<file path="config.mk">
export PLATFORM = sky130hd
export DESIGN_NAME = seq_bit_transmitter
export DESIGN_NICKNAME = d
export VERILOG_FILES = /design/src/rtl/seq_tx_pkg.sv /design/src/rtl/seq_tx_shifter.sv /design/src/rtl/seq_bit_transmitter.sv
export SDC_FILE = /design/constraint.sdc
export NUM_CORES = 1
export LEC_CHECK = 0
export CAP_MARGIN = 10
export CORE_MARGIN = 8
export CORE_UTILIZATION = 40
export CTS_BUF_LIST = sky130_fd_sc_hd__clkbuf_16
export DETAILED_ROUTE_END_ITERATION = 10
export PLACE_DENSITY = 0.62
export SLEW_MARGIN = 20
export SYNTH_ARGS = -nofsm -noshare
export SYNTH_HDL_FRONTEND = slang
export SYNTH_HIERARCHICAL = 1
export SYNTH_SLANG_ARGS = --single-unit
</file>
<file path="constraint.sdc">
create_clock -name clk -period 2.3 [get_ports clk]
set_clock_uncertainty 0.05 [all_clocks]
set_input_delay 0.46 -clock clk [delete_from_list [all_inputs] [get_ports clk]]
set_output_delay 0.46 -clock clk [all_outputs]
set_load 0.02 [all_outputs]
</file>
<file path="src/rtl/seq_tx_pkg.sv">
// Shared types and helpers for the serial pattern transmitter.
// Optional parity bit is enabled by defining SEQ_TX_PARITY_EN.
package seq_tx_pkg;

   typedef enum logic [1:0] {
      ST_IDLE   = 2'd0,
      ST_SHIFT  = 2'd1,
`ifdef SEQ_TX_PARITY_EN
      ST_PARITY = 2'd2,
`endif
      ST_GAP    = 2'd3
   } state_e;

   // A length of 0, or one longer than the pattern register, means "send all WIDTH bits".
   function automatic int eff_len(input int len, input int width);
      return (len == 0 || len > width) ? width : len;
   endfunction

   function automatic int gap_cnt_w(input int gap_cycles);
      return (gap_cycles < 1) ? 1 : $clog2(gap_cycles + 1);
   endfunction

endpackage

</file>
<file path="src/rtl/seq_tx_shifter.sv">
// Pattern shift register: left-aligned load, shift-left per bit, remaining-bit counter.
// Optional parity bit (SEQ_TX_PARITY_EN) lives in the top level, not here.
module seq_tx_shifter
   import seq_tx_pkg::*;
#(
   parameter int WIDTH = 8,
   parameter int LEN_W = 4
) (
   input  logic             clk_i,
   input  logic             rst_i,
   input  logic             load_i,
   input  logic             shift_i,
   input  logic [WIDTH-1:0] pattern_i,
   input  logic [LEN_W-1:0] len_i,
   output logic             first_bit_o,
   output logic             next_bit_o,
   output logic             last_bit_o
);

   int               shamt;
   logic [WIDTH-1:0] aligned;
   logic [WIDTH-1:0] shreg_q, shreg_d;
   logic [LEN_W-1:0] cnt_q, cnt_d;

   // Left-aligning pushes bits above len-1 out of the register.
   always_comb begin
      shamt   = WIDTH - eff_len(int'(len_i), WIDTH);
      aligned = pattern_i << shamt;
      shreg_d = shreg_q;
      cnt_d   = cnt_q;
      if (load_i) begin
         shreg_d = aligned;
         cnt_d   = LEN_W'(eff_len(int'(len_i), WIDTH));
      end else if (shift_i && cnt_q != '0) begin
         shreg_d = shreg_q << 1;
         cnt_d   = cnt_q - LEN_W'(1);
      end
   end

   always_ff @(posedge clk_i or posedge rst_i) begin
      if (rst_i) begin
         shreg_q <= '0;
         cnt_q   <= '0;
      end else begin
         shreg_q <= shreg_d;
         cnt_q   <= cnt_d;
      end
   end

   assign first_bit_o = aligned[WIDTH-1];
   assign next_bit_o  = shreg_q[WIDTH-2];
   assign last_bit_o  = (cnt_q == LEN_W'(1));

endmodule

</file>
<file path="src/rtl/seq_bit_transmitter.sv">
// Serial pattern source: accepts a pattern by valid/ready, sends it MSB first, then idles a gap.
// Define SEQ_TX_PARITY_EN to append an even-parity bit after the data bits.
module seq_bit_transmitter
   import seq_tx_pkg::*;
#(
   parameter int   WIDTH      = 8,
   parameter int   LEN_W      = 4,
   parameter int   GAP_CYCLES = 2,
   parameter logic IDLE_LEVEL = 1'b0
) (
   input  logic             clk,
   input  logic             RESET,
   input  logic             start_valid,
   output logic             start_ready,
   input  logic [WIDTH-1:0] pattern,
   input  logic [LEN_W-1:0] len,
   output logic             out,
   output logic             out_valid,
   output logic             busy,
   output logic             done
);

   localparam int              GW       = gap_cnt_w(GAP_CYCLES);
   localparam state_e          POST     = state_e'((GAP_CYCLES == 0) ? ST_IDLE : ST_GAP);
   localparam logic [GW-1:0]   GAP_LOAD = GW'((GAP_CYCLES == 0) ? 0 : GAP_CYCLES - 1);
   localparam logic            POST_DONE = (GAP_CYCLES == 0);

   state_e        state_q;
   logic [GW-1:0] gap_q;
   logic          out_q, ov_q, done_q;
   logic          first_bit, next_bit, last_bit;
`ifdef SEQ_TX_PARITY_EN
   logic          par_q;
`endif

   seq_tx_shifter #(.WIDTH(WIDTH), .LEN_W(LEN_W)) u_shifter (
      .clk_i      (clk),
      .rst_i      (RESET),
      .load_i     (state_q == ST_IDLE && start_valid),
      .shift_i    (state_q == ST_SHIFT),
      .pattern_i  (pattern),
      .len_i      (len),
      .first_bit_o(first_bit),
      .next_bit_o (next_bit),
      .last_bit_o (last_bit)
   );

   // Outputs are registered alongside the state so each bit shows the cycle after its edge.
   always_ff @(posedge clk or posedge RESET) begin
      if (RESET) begin
         state_q <= ST_IDLE;
         gap_q   <= '0;
         out_q   <= IDLE_LEVEL;
         ov_q    <= 1'b0;
         done_q  <= 1'b0;
`ifdef SEQ_TX_PARITY_EN
         par_q   <= 1'b0;
`endif
      end else begin
         done_q <= 1'b0;
         case (state_q)
            ST_IDLE: if (start_valid) begin
               state_q <= ST_SHIFT;
               out_q   <= first_bit;
               ov_q    <= 1'b1;
`ifdef SEQ_TX_PARITY_EN
               par_q   <= first_bit;
`endif
            end
            ST_SHIFT: if (last_bit) begin
`ifdef SEQ_TX_PARITY_EN
               state_q <= ST_PARITY;
               out_q   <= par_q;
               ov_q    <= 1'b1;
`else
               state_q <= POST;
               gap_q   <= GAP_LOAD;
               done_q  <= POST_DONE;
               out_q   <= IDLE_LEVEL;
               ov_q    <= 1'b0;
`endif
            end else begin
               out_q <= next_bit;
`ifdef SEQ_TX_PARITY_EN
               par_q <= par_q ^ next_bit;
`endif
            end
`ifdef SEQ_TX_PARITY_EN
            ST_PARITY: begin
               state_q <= POST;
               gap_q   <= GAP_LOAD;
               done_q  <= POST_DONE;
               out_q   <= IDLE_LEVEL;
               ov_q    <= 1'b0;
            end
`endif
            ST_GAP: if (gap_q == '0) begin
               state_q <= ST_IDLE;
               done_q  <= 1'b1;
            end else begin
               gap_q <= gap_q - GW'(1);
            end
            default: state_q <= ST_IDLE;
         endcase
      end
   end

   assign out         = out_q;
   assign out_valid   = ov_q;
   assign done        = done_q;
   assign busy        = (state_q != ST_IDLE);
   assign start_ready = (state_q == ST_IDLE);

endmodule

</file>
==> impl_metrics.env <==
export IMPL_status="complete, no violations"
export IMPL_ys_warn_count=6
export IMPL_fin_crit_ns=2.20
export IMPL_portBuffers=19
export IMPL_tns_ns=0
export IMPL_worstPathArrival_ns=2.30
export IMPL_r2r_end="u_shifter/shreg_q[5]"
export IMPL_io_pins=20
export IMPL_die_w_um=75.3
export IMPL_async_flop_share=1.00
export IMPL_core_um2=3360
export IMPL_synth_seq_area_share=0.320
export IMPL_path_clk_slew_ns=0.05
export IMPL_cts_buffers_inserted=3
export IMPL_vias=1221
export IMPL_synth_adder_area_share=0.0444
export IMPL_crit_type="in2reg"
export IMPL_fillerInstances=324
export IMPL_first_pass_iters=4
export IMPL_cts_setup_buffers=0
export IMPL_drt_initial_drc_count=38
export IMPL_setup_viol=0
export IMPL_required_ns=2.41
export IMPL_leakagePower_nw=0.865
export IMPL_finalCritPeriodShare=0.955
export IMPL_synth_xor_area_frac=0.0444
export IMPL_synth_compound_area_frac=0.160
export IMPL_finalInstanceArea_um2=1940
export IMPL_netlist_area_um2=1410
export IMPL_endpoint_kind="flip-flop"
export IMPL_final_instance_count_excl_fill=234
export IMPL_antenna_found_initial=0
export IMPL_critPathLaunchType="input port"
export IMPL_synth_fp_nets=167
export IMPL_holdCritPathClass="in2async"
export IMPL_wl_mm=3.35
export IMPL_antenna_left=0
export IMPL_cellPowerDensity_nw_per_um2=910
export IMPL_die_h_um=75.3
export IMPL_synth_cells=147
export IMPL_ys_ff_latch=18
export IMPL_synth_enable_flop_cells=0
export IMPL_ys_flop_type="dfrtp_1"
export IMPL_slew_headroom=0.697
export IMPL_r2r_start="u_shifter/cnt_q[0]"
export IMPL_first_global_vias=1239
export IMPL_wire_per_inst_um=14.3
export IMPL_overflow=0
export IMPL_nets=210
export IMPL_fmax_mhz=455
export IMPL_drive_gt1_frac=0.293
export IMPL_synth_simple_gate_area_frac=0.197
export IMPL_peakVddDrop_mv=0.591
export IMPL_critPathMaxFanout=5
export IMPL_postCtsHoldBufs=0
export IMPL_rrSetupSlack_ns=0.34
export IMPL_avgSynthCellArea_um2=9.58
export IMPL_cap_violations=0
export IMPL_cts_max_path_buffers=2
export IMPL_worst_pin_slew_ns=0.454
export IMPL_placed_area_um2=1790
export IMPL_grt_max_degree=13
export IMPL_drc=0
export IMPL_hold_viol_final=0
export IMPL_die_area_um2=5680
export IMPL_cts_tree="yes"
export IMPL_place_inst=231
export IMPL_rsz0062_at_grt="no"
export IMPL_num_rows=21
export IMPL_grt_pass1_wl_mm=5.44
export IMPL_synth_top_family_by_area="simple AND/OR/NAND/NOR gates"
export IMPL_viasPerCell=5.22
export IMPL_cts_htree_levels=1
export IMPL_clk_latency_ns=0.24
export IMPL_place_hpwl_mm=2.63
export IMPL_gp_congestion=0.815
export IMPL_synth_mux_area_frac=0.153
export IMPL_area_growth_pct=37.8
export IMPL_slew_viol_final=0
export IMPL_start_util=0.419
export IMPL_synth_distinct_cells=46
export IMPL_n_antenna_cell=0
export IMPL_clock_sinks=18
export IMPL_cts_root_buffer="clkbuf_16"
export IMPL_r2r_cells=7
export IMPL_grtUsageTotal=0.123
[cells in the final DEF, fill, tap and decap left out, types with 2 or more instances in the layout]
master,Yosys,layout
nor4_1,3,3
dlymetal6s2s_1,0,2
clkdlybuf4s50_1,0,17
nand2b_4,2,2
nor2_1,9,8
mux2i_1,17,15
o22ai_1,4,4
nor3_2,0,2
nand2_1,11,10
o21ai_0,9,8
inv_1,13,11
ha_1,5,3
a21oi_1,3,3
inv_2,2,4
buf_4,2,25
mux2i_2,0,2
mux4_2,2,2
a211oi_1,2,2
and2_1,2,2
xnor2_1,3,3
clkbuf_16,0,3
ha_4,0,2
o21a_1,2,2
nand3_1,4,4
dfrtp_1,18,18
nand2b_1,3,3
[state kept, by name, summed over array words and instances, names as in the netlist]
register and flops:
u_shifter/cnt_q 4, done 1, state_q 2, gap_q 2, out_valid 1, out 1, u_shifter/shreg_q 7
[through the flow]
step           worst slack, ns  power [mW]  utilization  hold slack [ns]
2_1_floorplan            0.192        1.20            -            0.213
3_3_place_gp            -0.342        1.38        0.533            0.435
3_5_place_dp            -0.383        1.40        0.533            0.441
4_1_cts                0.00909        1.76        0.556            0.449
5_1_grt                 0.0114        1.91        0.577            0.464
6_report                 0.103        1.77        0.577            0.434
[area by class of cell]
cell class,instances,area (um^2),area share
clock buffers,3,75.1,0.0387
inverters,15,56.3,0.0290
well taps,46,57.6,0.0296
multi-input cells,107,908,0.468
repair buffers,45,394,0.203
flip-flops and latches,18,450,0.232
[metal layers]
layer  part of all wire  GRT usage
met2               0.51      0.211
met5                  0          0
met4             0.0036     0.0192
met1               0.46      0.155
met3              0.024     0.0276
[worst max-delay path: stages]
cell,delay [ns]
clkdlybuf4s50_1,0.55
nor3_2,0.07
nor2_2,0.21
inv_2,0.07
ha_4,0.27
o211ai_4,0.09
or3b_4,0.39
o22ai_1,0.19
[synthesized netlist by cell type (2+ instances only)]
| cell type | number | area (um^2) |
|---|---|---|
| o21a_1 | 2 | 15.0 |
| dfrtp_1 | 18 | 450 |
| o21ai_0 | 9 | 45.0 |
| buf_6 | 3 | 33.8 |
| nand2_1 | 11 | 41.3 |
| o22ai_1 | 4 | 25.0 |
| xnor2_1 | 3 | 26.3 |
| nor4_1 | 3 | 18.8 |
| mux4_2 | 2 | 45.0 |
| nor2_1 | 9 | 33.8 |
| buf_2 | 2 | 10.0 |
| a21oi_1 | 3 | 15.0 |
| buf_4 | 2 | 15.0 |
| a211oi_1 | 2 | 15.0 |
| and2_1 | 2 | 12.5 |
| nor3_1 | 3 | 15.0 |
| ha_1 | 5 | 62.6 |
| nand3_1 | 4 | 20.0 |
| nand2b_1 | 3 | 18.8 |
| nand2b_4 | 2 | 27.5 |
| mux2i_1 | 17 | 170 |
| inv_2 | 2 | 7.51 |
| inv_1 | 13 | 48.8 |
[power by group]
| group | internal [mW] | total, mW | leakage, nW | switching, mW |
|---|---|---|---|---|
| Sequential | 0.425 | 0.528 | 0.229 | 0.103 |
| Combinational | 0.444 | 0.907 | 0.599 | 0.463 |
| Clock | 0.228 | 0.333 | 0.0370 | 0.105 |
| Total | 1.10 | 1.77 | 0.865 | 0.671 |
[worst max path at each step]
| stage | start | to | slack, ns | cells after the start |
|---|---|---|---|---|
| floorplan | len[0] | out | 0.19 | 11 |
| global placement | len[3] | u_shifter/shreg_q[5] | -0.34 | 10 |
| CTS | len[3] | u_shifter/shreg_q[5] | 0.009 | 10 |
| detailed placement | len[3] | u_shifter/shreg_q[5] | -0.38 | 10 |
| finish | len[1] | u_shifter/shreg_q[6] | 0.10 | 8 |
| global route | len[1] | u_shifter/shreg_q[4] | 0.01 | 9 |
[cells by family after synthesis]
kind of cell | after synthesis
and+or+nand+nor | 48
AOI/OAI and AO/OA | 30
buffers and inverters | 22
muxes | 19
DFF | 18
xor gates and xnor gates | 5
adders and majority gates | 5
[repair_timing]
action	CTS	global route
setup endpoints to repair	4	4
pin swaps	0	2
gates resized for setup	1	18
Note: power is estimated with default switching activity, not from simulation.
==> patch (config.mk and constraints unchanged) <==
`shreg_q` no longer has a reset.
--- a/src/rtl/seq_tx_shifter.sv
+++ b/src/rtl/seq_tx_shifter.sv
@@ -39,12 +39,14 @@
 
    always_ff @(posedge clk_i or posedge rst_i) begin
       if (rst_i) begin
-         shreg_q <= '0;
          cnt_q   <= '0;
       end else begin
-         shreg_q <= shreg_d;
          cnt_q   <= cnt_d;
       end
+   end
+
+   always_ff @(posedge clk_i) begin
+      shreg_q <= shreg_d;
    end
 
    assign first_bit_o = aligned[WIDTH-1];
Formal check against the unedited RTL: same outputs for any inputs over 10 cycles, from zero or initial values and one cycle with RESET high; that may be too few to reach the edited logic, so the function may still have changed.
==> patch against the original RTL <==
  * Cell area fell by 12%
  * Count of clock-buffer cells in the layout did not move
  * Area after synthesis fell by 12%
  * Wire length fell by 21%
  * First-iteration DRC count rose by 13%
  * Power fell by 3.0%
  * Sequential cell count did not move
  * Sequential share of layout area rose by 5.1 points
  * Setup slack improved by 0.067 ns
  * Clock power rose by 2%
  * Die area fell by 9.7%
  * Via count fell by 19%
==> patch: results (changes against the original RTL) <==
Synthesis:
- The net count after synthesis is 139 (-17%).
- The share of async-settable or async-resettable flops after synthesis is 0.6111 (-0.3889).
- The register area share after synthesis is 0.3927 (+0.07300).

Power:
- The cell leakage power came to 0.0007493 uW (-13%).
- The power spent charging and discharging nets is 584.3 uW (-13%).
- The power attributed to combinational cells is 770 uW (-15%).
- The internal cell power came to 1131 uW (+3.1%).
- The peak supply drop was 0.6355 mV (+7.5%).

Worst setup path:
- The critical register-to-register path endpoint is u_shifter/shreg_q[1].
- The worst-case reg-to-reg path depth was 6 (-1).
- The largest stage delay on the critical path was 0.49 ns (-0.06 ns).

Finish:
- The share of layout cells above drive strength 1 is 0.2563 (-0.03630).
- The final-layout fill cell count is 278 (-14%).

Status:
- The flow ran to the end, and the final reports show no timing, DRC or antenna violations.

Drt:
- The post-detailed-routing wire length came to 2647 um (-21%).
- The starting DRC count in detailed routing is 43 (+13%).
- The routed wire length on met3 came to 80 um (-1.2%).
- The via count normalized by instance count is 5.130 (-1.7%).

Timing:
- The worst setup slack after layout is 0.1698 ns (+0.06730 ns).
- The worst-case hold slack is 0.3938 ns (-0.04019 ns).

Floorplanning:
- The total die area was 5125 um^2 (-9.7%).

GRT:
- The met1 track utilization from global routing is 0.1267 (-0.02833).
- The maximum number of pins on one net before global-route repair is 11 (-2).

Place:
- The cell area after placement is 1600 um^2 (-11%).
- The sum of net half-perimeters after detailed placement was 2165 um (-18%).
-- patch: cells by family after synthesis --
| logic type | share of synthesized area |
|---|---|
| buffers and inverters | 0.06680 |
| AND/OR/NAND/NOR | 0.1640 |
| adder cells (fa/ha/maj) | 0.05061 |
| XOR/XNOR | 0.04353 |
| multiplexers | 0.1255 |
| AO/OA/AOI/OAI | 0.1569 |
| flip-flops | 0.3927 |
-- patch: worst max path at each step --
stage	from	end	slack [ns]
floorplan	len[0]	out	0.1
global placement	len[0]	out	-0.24
detailed placement	len[0]	out	-0.31
finish	len[2]	u_shifter/shreg_q[1]	0.17
global route	len[0]	out	0.07
CTS	len[3]	out	0.0003
-- patch: final cells by class --
type / count / area, um^2 / area share
clock inverter: 1 / 3.754 / 0.002187
tap: 33 / 41.29 / 0.02405
inverter: 16 / 60.06 / 0.03499
sequential: 18 / 485.5 / 0.2828
clock buffer: 3 / 75.07 / 0.04373
multi-input combinational: 83 / 706.9 / 0.4118
timing repair buffer: 39 / 344.1 / 0.2004
